`src/rtl/rotary_settings_controller.sv`:
```
// Rotary encoder front end: quadrature detent decoder plus debounced push button,
// editing three 4-bit settings. Define LEVEL_WRAP_EN to wrap levels instead of saturating.
module rotary_settings_controller #(
    parameter int DEBOUNCE_CYCLES = 16,
    parameter int TIMEOUT_CYCLES  = 50000000
) (
    input  logic       clk,
    input  logic       reset,
    input  logic       rotary_inc_a,
    input  logic       rotary_inc_b,
    input  logic       rotary_push,
    output logic [3:0] volume,
    output logic [3:0] brightness,
    output logic [3:0] contrast,
    output logic [1:0] sel,
    output logic       step_pulse,
    output logic       step_up
);

    localparam int DEB_W  = $clog2(DEBOUNCE_CYCLES + 1);
    localparam int IDLE_W = $clog2(TIMEOUT_CYCLES + 1);

    localparam logic [DEB_W-1:0]  DEB_LAST  = DEB_W'(DEBOUNCE_CYCLES - 1);
    localparam logic [DEB_W-1:0]  DEB_DONE  = DEB_W'(DEBOUNCE_CYCLES);
    localparam logic [IDLE_W-1:0] IDLE_LAST = IDLE_W'(TIMEOUT_CYCLES - 1);
    localparam logic [IDLE_W-1:0] IDLE_DONE = IDLE_W'(TIMEOUT_CYCLES);

    localparam logic [3:0] VOLUME_RST     = 4'hE;
    localparam logic [3:0] BRIGHTNESS_RST = 4'h8;
    localparam logic [3:0] CONTRAST_RST   = 4'h8;

    localparam logic [1:0] SEL_VOLUME     = 2'd0;
    localparam logic [1:0] SEL_BRIGHTNESS = 2'd1;
    localparam logic [1:0] SEL_CONTRAST   = 2'd2;

    typedef enum logic [2:0] {
        ST_IDLE = 3'd0,
        ST_A1   = 3'd1,
        ST_AB_A = 3'd2,
        ST_B_A  = 3'd3,
        ST_B1   = 3'd4,
        ST_AB_B = 3'd5,
        ST_A_B  = 3'd6
    } state_e;

    // Bit order in the synchronizer: {push, a, b}.
    logic [2:0]        sync1_d, sync1_q;
    logic [2:0]        sync2_d, sync2_q;
    state_e            state_d, state_q;
    logic [DEB_W-1:0]  deb_cnt_d, deb_cnt_q;
    logic [IDLE_W-1:0] idle_cnt_d, idle_cnt_q;
    logic [3:0]        volume_d, volume_q;
    logic [3:0]        brightness_d, brightness_q;
    logic [3:0]        contrast_d, contrast_q;
    logic [1:0]        sel_d, sel_q;
    logic              step_pulse_d, step_pulse_q;
    logic              step_up_d, step_up_q;

    logic [1:0] ab;
    logic       push_s;
    logic       detent;
    logic       detent_up;
    logic       press;
    logic       activity;

    function automatic logic [3:0] step_level(input logic [3:0] lvl, input logic up);
`ifdef LEVEL_WRAP_EN
        step_level = up ? lvl + 4'd1 : lvl - 4'd1;
`else
        if (up) begin
            step_level = (lvl == 4'hF) ? lvl : lvl + 4'd1;
        end else begin
            step_level = (lvl == 4'h0) ? lvl : lvl - 4'd1;
        end
`endif
    endfunction

    always_comb begin
        sync1_d = {rotary_push, rotary_inc_a, rotary_inc_b};
        sync2_d = sync1_q;
    end

    assign push_s = sync2_q[2];
    assign ab     = sync2_q[1:0];

    // Quadrature decoder: next-state logic
    always_comb begin
        // NOTE: every always_comb output gets a default first so no path infers a latch.
        state_d = state_q;
        case (state_q)
            ST_IDLE: begin
                if (ab[1])      state_d = ST_A1;
                else if (ab[0]) state_d = ST_B1;
            end
            ST_A1: begin
                if (ab == 2'b11)      state_d = ST_AB_A;
                else if (ab == 2'b00) state_d = ST_IDLE;
            end
            ST_AB_A: begin
                if (ab == 2'b01)      state_d = ST_B_A;
                else if (ab == 2'b10) state_d = ST_A1;
                else if (ab == 2'b00) state_d = ST_IDLE;
            end
            ST_B_A: begin
                if (ab == 2'b11)      state_d = ST_AB_A;
                else if (ab == 2'b00) state_d = ST_IDLE;
            end
            ST_B1: begin
                if (ab == 2'b11)      state_d = ST_AB_B;
                else if (ab == 2'b00) state_d = ST_IDLE;
            end
            ST_AB_B: begin
                if (ab == 2'b10)      state_d = ST_A_B;
                else if (ab == 2'b01) state_d = ST_B1;
                else if (ab == 2'b00) state_d = ST_IDLE;
            end
            ST_A_B: begin
                if (ab == 2'b11)      state_d = ST_AB_B;
                else if (ab == 2'b00) state_d = ST_IDLE;
            end
            default: state_d = ST_IDLE;
        endcase
    end

    // Quadrature decoder: detent outputs (a detent is the return to 00 from past mid-way)
    always_comb begin
        detent    = 1'b0;
        detent_up = 1'b0;
        if (ab == 2'b00) begin
            case (state_q)
                ST_AB_A, ST_B_A: detent = 1'b1;
                ST_AB_B, ST_A_B: begin
                    detent    = 1'b1;
                    detent_up = 1'b1;
                end
                default: ;
            endcase
        end
    end

    // Debounce: count saturates at DEB_DONE so a held button fires only once
    always_comb begin
        deb_cnt_d = deb_cnt_q;
        press     = 1'b0;
        if (!push_s) begin
            deb_cnt_d = '0;
        end else if (deb_cnt_q != DEB_DONE) begin
            deb_cnt_d = deb_cnt_q + 1'b1;
            press     = (deb_cnt_q == DEB_LAST);
        end
    end

    always_comb begin
        activity   = detent | press;
        idle_cnt_d = idle_cnt_q;
        sel_d      = sel_q;
        if (activity) begin
            idle_cnt_d = '0;
        end else if (idle_cnt_q != IDLE_DONE) begin
            idle_cnt_d = idle_cnt_q + 1'b1;
        end
        if (press) begin
            sel_d = (sel_q == SEL_CONTRAST) ? SEL_VOLUME : sel_q + 2'd1;
        end else if (!activity && idle_cnt_q == IDLE_LAST) begin
            sel_d = SEL_VOLUME;
        end
    end

    // The detent always lands on the pre-press selection.
    always_comb begin
        volume_d     = volume_q;
        brightness_d = brightness_q;
        contrast_d   = contrast_q;
        step_pulse_d = detent;
        step_up_d    = step_up_q;
        if (detent) begin
            step_up_d = detent_up;
            case (sel_q)
                SEL_VOLUME:     volume_d     = step_level(volume_q, detent_up);
                SEL_BRIGHTNESS: brightness_d = step_level(brightness_q, detent_up);
                SEL_CONTRAST:   contrast_d   = step_level(contrast_q, detent_up);
                default: ;
            endcase
        end
    end

    always_ff @(posedge clk) begin
        // NOTE: sequential state uses non-blocking assignments so every flop samples pre-edge values.
        if (reset) begin
            sync1_q      <= '0;
            sync2_q      <= '0;
            state_q      <= ST_IDLE;
            deb_cnt_q    <= '0;
            idle_cnt_q   <= '0;
            volume_q     <= VOLUME_RST;
            brightness_q <= BRIGHTNESS_RST;
            contrast_q   <= CONTRAST_RST;
            sel_q        <= SEL_VOLUME;
            step_pulse_q <= 1'b0;
            step_up_q    <= 1'b0;
        end else begin
            sync1_q      <= sync1_d;
            sync2_q      <= sync2_d;
            state_q      <= state_d;
            deb_cnt_q    <= deb_cnt_d;
            idle_cnt_q   <= idle_cnt_d;
            volume_q     <= volume_d;
            brightness_q <= brightness_d;
            contrast_q   <= contrast_d;
            sel_q        <= sel_d;
            step_pulse_q <= step_pulse_d;
            step_up_q    <= step_up_d;
        end
    end

    assign volume     = volume_q;
    assign brightness = brightness_q;
    assign contrast   = contrast_q;
    assign sel        = sel_q;
    assign step_pulse = step_pulse_q;
    assign step_up    = step_up_q;

endmodule

```
`config.mk`:
```
export PLATFORM = sky130hd
export DESIGN_NAME = rotary_settings_controller
export DESIGN_NICKNAME = d
export VERILOG_FILES = /design/src/rtl/rotary_settings_controller.sv
export SDC_FILE = /design/constraint.sdc
export NUM_CORES = 1
export LEC_CHECK = 0
export CORE_AREA = 5 5 91 93
export CTS_CLUSTER_SIZE = 16
export DETAILED_ROUTE_END_ITERATION = 8
export DIE_AREA = 0 0 96 98
export PLACE_DENSITY = 0.65
export SLEW_MARGIN = 20
export SYNTH_ARGS = -nofsm -noshare
export SYNTH_HDL_FRONTEND = slang
export SYNTH_SLANG_ARGS = --single-unit
```
`constraint.sdc`:
```
create_clock -name clk -period 2.1 [get_ports clk]
set_input_delay 0.42 -clock clk [delete_from_list [all_inputs] [get_ports clk]]
set_output_delay 0.42 -clock clk [all_outputs]
set_load 0.03 [all_outputs]
```
==> results by group, run 1 <==
Setup path
  • CP startpoint kind: flop
  • Worst Path Max Fanout: 6
  • CP endpoint kind: flop
  • Arrival @ worst endpoint: 2370 ps
  • CP required: 2310 ps
  • Critical path class: flop to flop

Finish
  • Final Cell Area: 3480 sq um
  • Fin cells: 456
  • Ant diodes: 0
  • Most common cell after layout, fill and taps aside: dfxtp_1
  • Nets: 372
  • Fraction of layout cells with a size suffix above 1: 0.1582
  • Area grow syn2layout: 22.84%
  • Most frequent cells in the layout: dfxtp_1, nor2_1, buf_4

Clocking
  • Clock Latency Late Sink: 320 ps
  • Clk root buf: clkbuf_8
  • CTS tree: done
  • CTS H-tree lvls: 2
  • Hold-fix buffers, CTS: 0
  • Clock transition at path regs: 100 ps
  • Num CTS Buffers: 5
  • Max clock buf depth: 2
  • CTS Sinks: 56

STA
  • Final setup vio count: 1
  • Worst slew margin: 0.6340
  • Post-route minimum period: 2159 ps
  • Fmax: 463.1 MHz
  • RSZ-0062 raised after global routing: true
  • Slew at the pin closest to its max-slew limit: 535.2 ps
  • Final Cycle Share: 1.028
  • Fin Setup TNS: -59.18 ps
  • Setup Skew: 12.13 ps
  • Setup ws final: -59.18 ps
  • Hold slack: 460.1 ps
  • Hold Fails Final Rpt: 0
  • Slew Limit Fails: 0

Synth
  • FF+latch count, synth: 56
  • Avg Cell Area, Syn: 9.050 sq um
  • Post-synth cell types: 47
  • Synthesized area: 2833 sq um
  • Ys flop type: dfxtp_1
  • Seq/Total Area, Yosys: 0.3958
  • Async set-reset flop share out of synthesis: 0
  • Syn Inst Count: 313
  • Yosys warnings: 0
  • Syn_nets: 332
  • Post-synth EDFFs: 0

Place
  • Placed cell count: 446
  • IO buf count: 20
  • Placer Congestion: 0.7713
  • Hpwl dp: 4130 um
  • Cell Area, Placed: 3318 sq um

Route
  • Drt wl/cell: 12.42 um
  • Router iterations before antenna repair: 4
  • Final WL: 5664 um
  • Via count: 2,282
  • Drc violations: 0
  • Antenna Violating Nets Remaining: 0
  • Number of DRC markers in iteration 0: 79
  • DR vias/cell: 5.004

Floorplanning
  • Ports: 21
  • Die W: 96 um
  • Vertical die dimension: 98 um
  • Site Rows: 32
  • Starting Density: 0.3804
  • Area of the die: 9408 sq um
  • Core box area: 7447 sq um

Global route
  • Vias in the first global route: 2,202
  • Largest net degree at the start of global routing: 17
  • Global-route wire length before repair: 9873 um
  • Initial antenna violation count: 0
  • GRT overflow: 0
  • GRT Total Usage: 0.1290

Pwr
  • Static leakage: 1.187 nW
  • Cell Pwr Density: 514.1 nW/um^2
  • Peak VDD IR: 0.2645 mV
  • Tot Pwr: 1.789 mW

Outcome
  • Status: complete, but fails checks
  • Failing checks: negative setup slack

Run
  • # Max-Cap Violations: 0

Worst hold path
  • Hold Crit Class: flop to flop
[path summary, 6_finish.rpt]
check | startpoint | end | slack (ps) | depth (start not counted)
worst min register to register | sync1_q[2] | sync2_q[2] | 460 | 1
worst max-delay path | state_q[2] | contrast[3] | -60 | 9
worst max register to register | state_q[2] | contrast[3] | -60 | 9
worst min-delay path | sync1_q[2] | sync2_q[2] | 460 | 1
[cell type report]
class / instances / area, sq um
flip-flops and latches: 56 / 1122
multi-input cells: 235 / 1689
well taps: 102 / 127.6
repair buffers: 47 / 417.9
inverters: 8 / 30.03
clock buffers: 6 / 82.58
fillers: 743 / 3968
clock inverters: 2 / 10.01
[per-stage QoR]
stage	worst slack, ps	utilization
CTS	-55.55	0.4619
finish	-59.18	0.4672
detailed placement	-98.22	0.4456
global route	-161.6	0.4672
floorplan	-109.7	-
global placement	-18.38	0.4456
[layer usage]
metal  up-vias  GRT usage  routed length, um
met4         0    0.03282                 62
met3         6    0.03467                184
met5         -          0                  0
met1      1072     0.1606               2630
li1       1182          -                  -
met2        22     0.2177               2786
[cell usage after synthesis, drive strengths merged (2+ instances only)]
cell type  instances  area (sq um)
nor4               7         43.79
or3                4         25.02
and3               6         40.03
clkbuf             8         30.03
and4               3         26.28
xor2               8         70.07
nand3b             6         45.04
a2111oi            3         63.81
a21o               3         22.52
ha                11         137.6
mux2i              3         30.03
a21oi             15         75.07
a211o              2         17.52
inv                8         30.03
o22ai              2         12.51
or2b               2         15.01
nand4             10         62.56
nor2              42         157.7
o21ai              9         48.80
a211oi             2         15.01
fa                 3         60.06
o21bai             3         22.52
nor4b              3         26.28
xnor2             25         219.0
dfxtp             56          1121
nand3             11         55.05
nand2             11         41.29
nor3              16         80.08
buf                5         43.79
nand2b             5         31.28
nor2b              9         56.30
[sequential cells by signal, summed over array words and instances (netlist names)]
name and count:
idle_cnt_q 26, deb_cnt_q 5, brightness 4, contrast 4
volume 4, state_q 3, sync1_q 3, sync2_q 3
sel 2, step_pulse 1, step_up 1
[repair_timing]
action / 4_1_cts / 5_1_grt
setup endpoints to repair: 6 / 9
cloned: 1 / 0
resized for setup: 6 / 9
pin swaps: 9 / 8
setup buffers: 0 / 1
[logic make-up (layout without fill, tap and decap cells)]
group	Yosys count	count (layout)	share of synthesized area
xor+xnor	33	33	0.1020
compound gates	44	44	0.1135
simple gates	141	141	0.2672
flops	56	56	0.3958
mux	3	3	0.01060
fa+ha+maj	14	14	0.06979
buf+inv	22	63	0.04108
[critical path, stage by stage, from the launching register on]
cell and delay [ps]:
dfxtp_2 340, or3b_4 380, or2_4 250, buf_8 150, ha_4 200, a21o_1 160
a21oi_2 190, xnor2_2 150, and3_4 200, o21bai_1 50
[where the power goes]
group | total [mW] | internal [mW] | switching (mW) | leakage, nW
Sequential | 1.08 | 1.07 | 0.0105 | 0.454
Clock | 0.613 | 0.264 | 0.349 | 0.0510
Combinational | 0.0910 | 0.0442 | 0.0468 | 0.682
Total | 1.79 | 1.38 | 0.406 | 1.19
Note: power is estimated with default switching activity, not from simulation.
==> run 2: changes to the inputs <==
PLACE_DENSITY = 0.63   (was 0.65)
RECOVER_POWER = 100   (was unset)
clock period = 2.39 ns   (was 2.1 ns; I/O delays follow)
==> results by group, run 2 (synthesis gave the netlist of run 1 again) <==
Place
  • IO buf count: 20 (unchanged)
  • Cell Area, Placed: 3172 sq um (-4.4%)
  • Dpl ws: 105.3 ps (+203.5 ps)
  • Hpwl dp: 3860 um (-6.5%)
  • Placer Congestion: 0.7905 (+2.5%)
  • Placed cell count: 434 (-2.7%)

Floorplanning
  • Core box area: 7447 sq um (unchanged)
  • Starting Density: 0.3804 (unchanged)
  • Area of the die: 9408 sq um (unchanged)
  • Ports: 21 (unchanged)
  • Site Rows: 32 (unchanged)
  • Die W: 96 um (unchanged)
  • Vertical die dimension: 98 um (unchanged)

STA
  • Post-route minimum period: 2224 ps (+64.36 ps)
  • Fin Setup TNS: 0 ps (+59.18 ps)
  • RSZ-0062 raised after global routing: false
  • Setup ws final: 166.5 ps (+225.6 ps)
  • Fmax: 449.7 MHz (-2.9%)
  • Final setup vio count: 0 (-1)
  • Worst slew margin: 0.2379 (-0.3961)
  • Slew Limit Fails: 0 (unchanged)
  • Hold Fails Final Rpt: 0 (unchanged)
  • Final Cycle Share: 0.9304 (-0.09783)
  • Slew at the pin closest to its max-slew limit: 1143 ps (+608.0 ps)
  • Setup Skew: 4.570 ps (-7.558 ps)

Pwr
  • Cell Pwr Density: 481.0 nW/um^2 (-6.4%)
  • Peak VDD IR: 0.1955 mV (-26%)
  • Static leakage: 1.113 nW (-6.2%)

Global route
  • Global-route wire length before repair: 9535 um (-3.4%)
  • Initial antenna violation count: 0 (unchanged)
  • GRT Total Usage: 0.1232 (-0.005725)
  • GRT overflow: 0 (unchanged)
  • Largest net degree at the start of global routing: 29 (+12)
  • Vias in the first global route: 2,088 (-5.2%)

Setup path
  • CP endpoint kind: flop
  • Arrival @ worst endpoint: 2430 ps (+60 ps)
  • CP max stage cell: or3b_4
  • CP cell instances: or3b_4 > or2_1 > ha_1 > a21o_1 > a21oi_1 > xnor2_1 > and3_2 > o21bai_1
  • Worst path max stage delay: 390 ps (about the same)
  • CP required: 2590 ps (+280 ps)
  • Critical path class: flop to flop
  • CP startpoint kind: flop
  • Worst Path Max Fanout: 7 (+1)

Run
  • # Max-Cap Violations: 0 (unchanged)

Finish
  • Nets: 358 (-3.8%)
  • Fillers: 752 (+1.2%)
  • Fin cells: 442 (-3.1%)
  • Final core utilization: 0.4360 (-0.03125)
  • Most flop-heavy register: idle_cnt_q
  • Final Cell Area: 3247 sq um (-6.7%)
  • Top Registers: idle_cnt_q x26, deb_cnt_q x5
  • Most common cell after layout, fill and taps aside: dfxtp_1
  • Area grow syn2layout: 14.62%
  • Ant diodes: 0 (unchanged)
  • Most frequent cells in the layout: dfxtp_1, nor2_1, xnor2_1
  • Max reg flops: 26 (unchanged)
  • Fraction of layout cells with a size suffix above 1: 0.07059 (-0.08760)

Clocking
  • CTS tree: done
  • Num CTS Buffers: 5 (unchanged)
  • CTS Sinks: 56 (unchanged)
  • Clk root buf: clkbuf_8
  • Number of setup buffers added after CTS: 0 (unchanged)
  • Max clock buf depth: 2 (unchanged)
  • Clock transition at path regs: 100 ps (about the same)
  • Clock Latency Late Sink: 310 ps (about the same)
  • CTS H-tree lvls: 2 (unchanged)

Worst hold path
  • Hold Crit Class: flop to flop

Route
  • Drt wl/cell: 12.04 um (-3.0%)
  • Drc violations: 0 (unchanged)
  • Number of DRC markers in iteration 0: 58 (-27%)
  • DR vias/cell: 4.973 (-0.63%)
  • Antenna Violating Nets Remaining: 0 (unchanged)
  • Final WL: 5323 um (-6.0%)
  • Via count: 2,198 (-3.7%)
  • Router iterations before antenna repair: 4 (unchanged)

Outcome
  • Status: finished, final reports clean
==> run 2: cell count changes in the layout (fill, tap and decap cells not counted), moves of 3 or more <==
| cell | change |
|---|---|
| buf_4 | -17 |
| clkdlybuf4s50_1 | -17 |
| dlygate4sd3_1 | +17 |
| clkbuf_1 | +4 |
| ha_1 | +4 |
| ha_4 | -4 |
| a21oi_1 | +3 |
| a21oi_2 | -3 |
| fa_1 | +3 |
| fa_2 | -3 |
==> run 2: metal layers <==
layer	track usage	vias up	share of wire
met1	0.1617	1017	0.46
met4	0.03611	0	0.012
met2	0.2018	23	0.50
met5	0	-	0
li1	-	1152	-
met3	0.02542	6	0.030
==> run 2: worst paths after layout <==
path	from	to	slack [ps]	cells past startpoint
setup / recovery	state_q[2]	contrast[3]	170	8
hold / removal	sync1_q[2]	sync2_q[2]	460	1
setup reg to reg	state_q[2]	contrast[3]	170	8
hold reg to reg	sync1_q[2]	sync2_q[2]	460	1
==> run 2: timing repair <==
action	in CTS	in global routing
endpoints found under the setup margin	0	3
endpoints found under the hold margin	0	0
hold buffers	0	0
resized for setup	0	1
==> run 2: area by class of cell <==
type	instances	area [sq um]	area share
multi-input combinational	235	1595	0.4913
sequential	56	1121	0.3453
timing repair buffer	33	280.3	0.08632
tap	102	127.6	0.03931
clock buffer	6	82.58	0.02543
inverter	8	30.03	0.009249
clock inverter	2	10.01	0.003083
==> run 2: worst max-delay path: cells and delay by family (launching register included) <==
family | cells | cell delay, ps
and+or+nand+nor | 3 | 910
xor gates and xnor gates | 1 | 160
AOI/OAI and AO/OA | 3 | 390
adders and majority gates | 1 | 310
DFF | 1 | 340
==> run 2: stage by stage <==
stage / power, mW / hold slack [ps]
2_1_floorplan: 1.023 / 413.8
3_3_place_gp: 1.046 / 426.6
3_5_place_dp: 1.048 / 431.9
4_1_cts: 1.586 / 455.5
5_1_grt: 1.636 / 473.2
6_report: 1.562 / 456.1
==> run 2: power by group <==
part	total, mW	switching, mW	internal, mW
Sequential	0.954	0.0100	0.944
Clock	0.539	0.307	0.232
Combinational	0.0685	0.0384	0.0302
Total	1.56	0.355	1.21
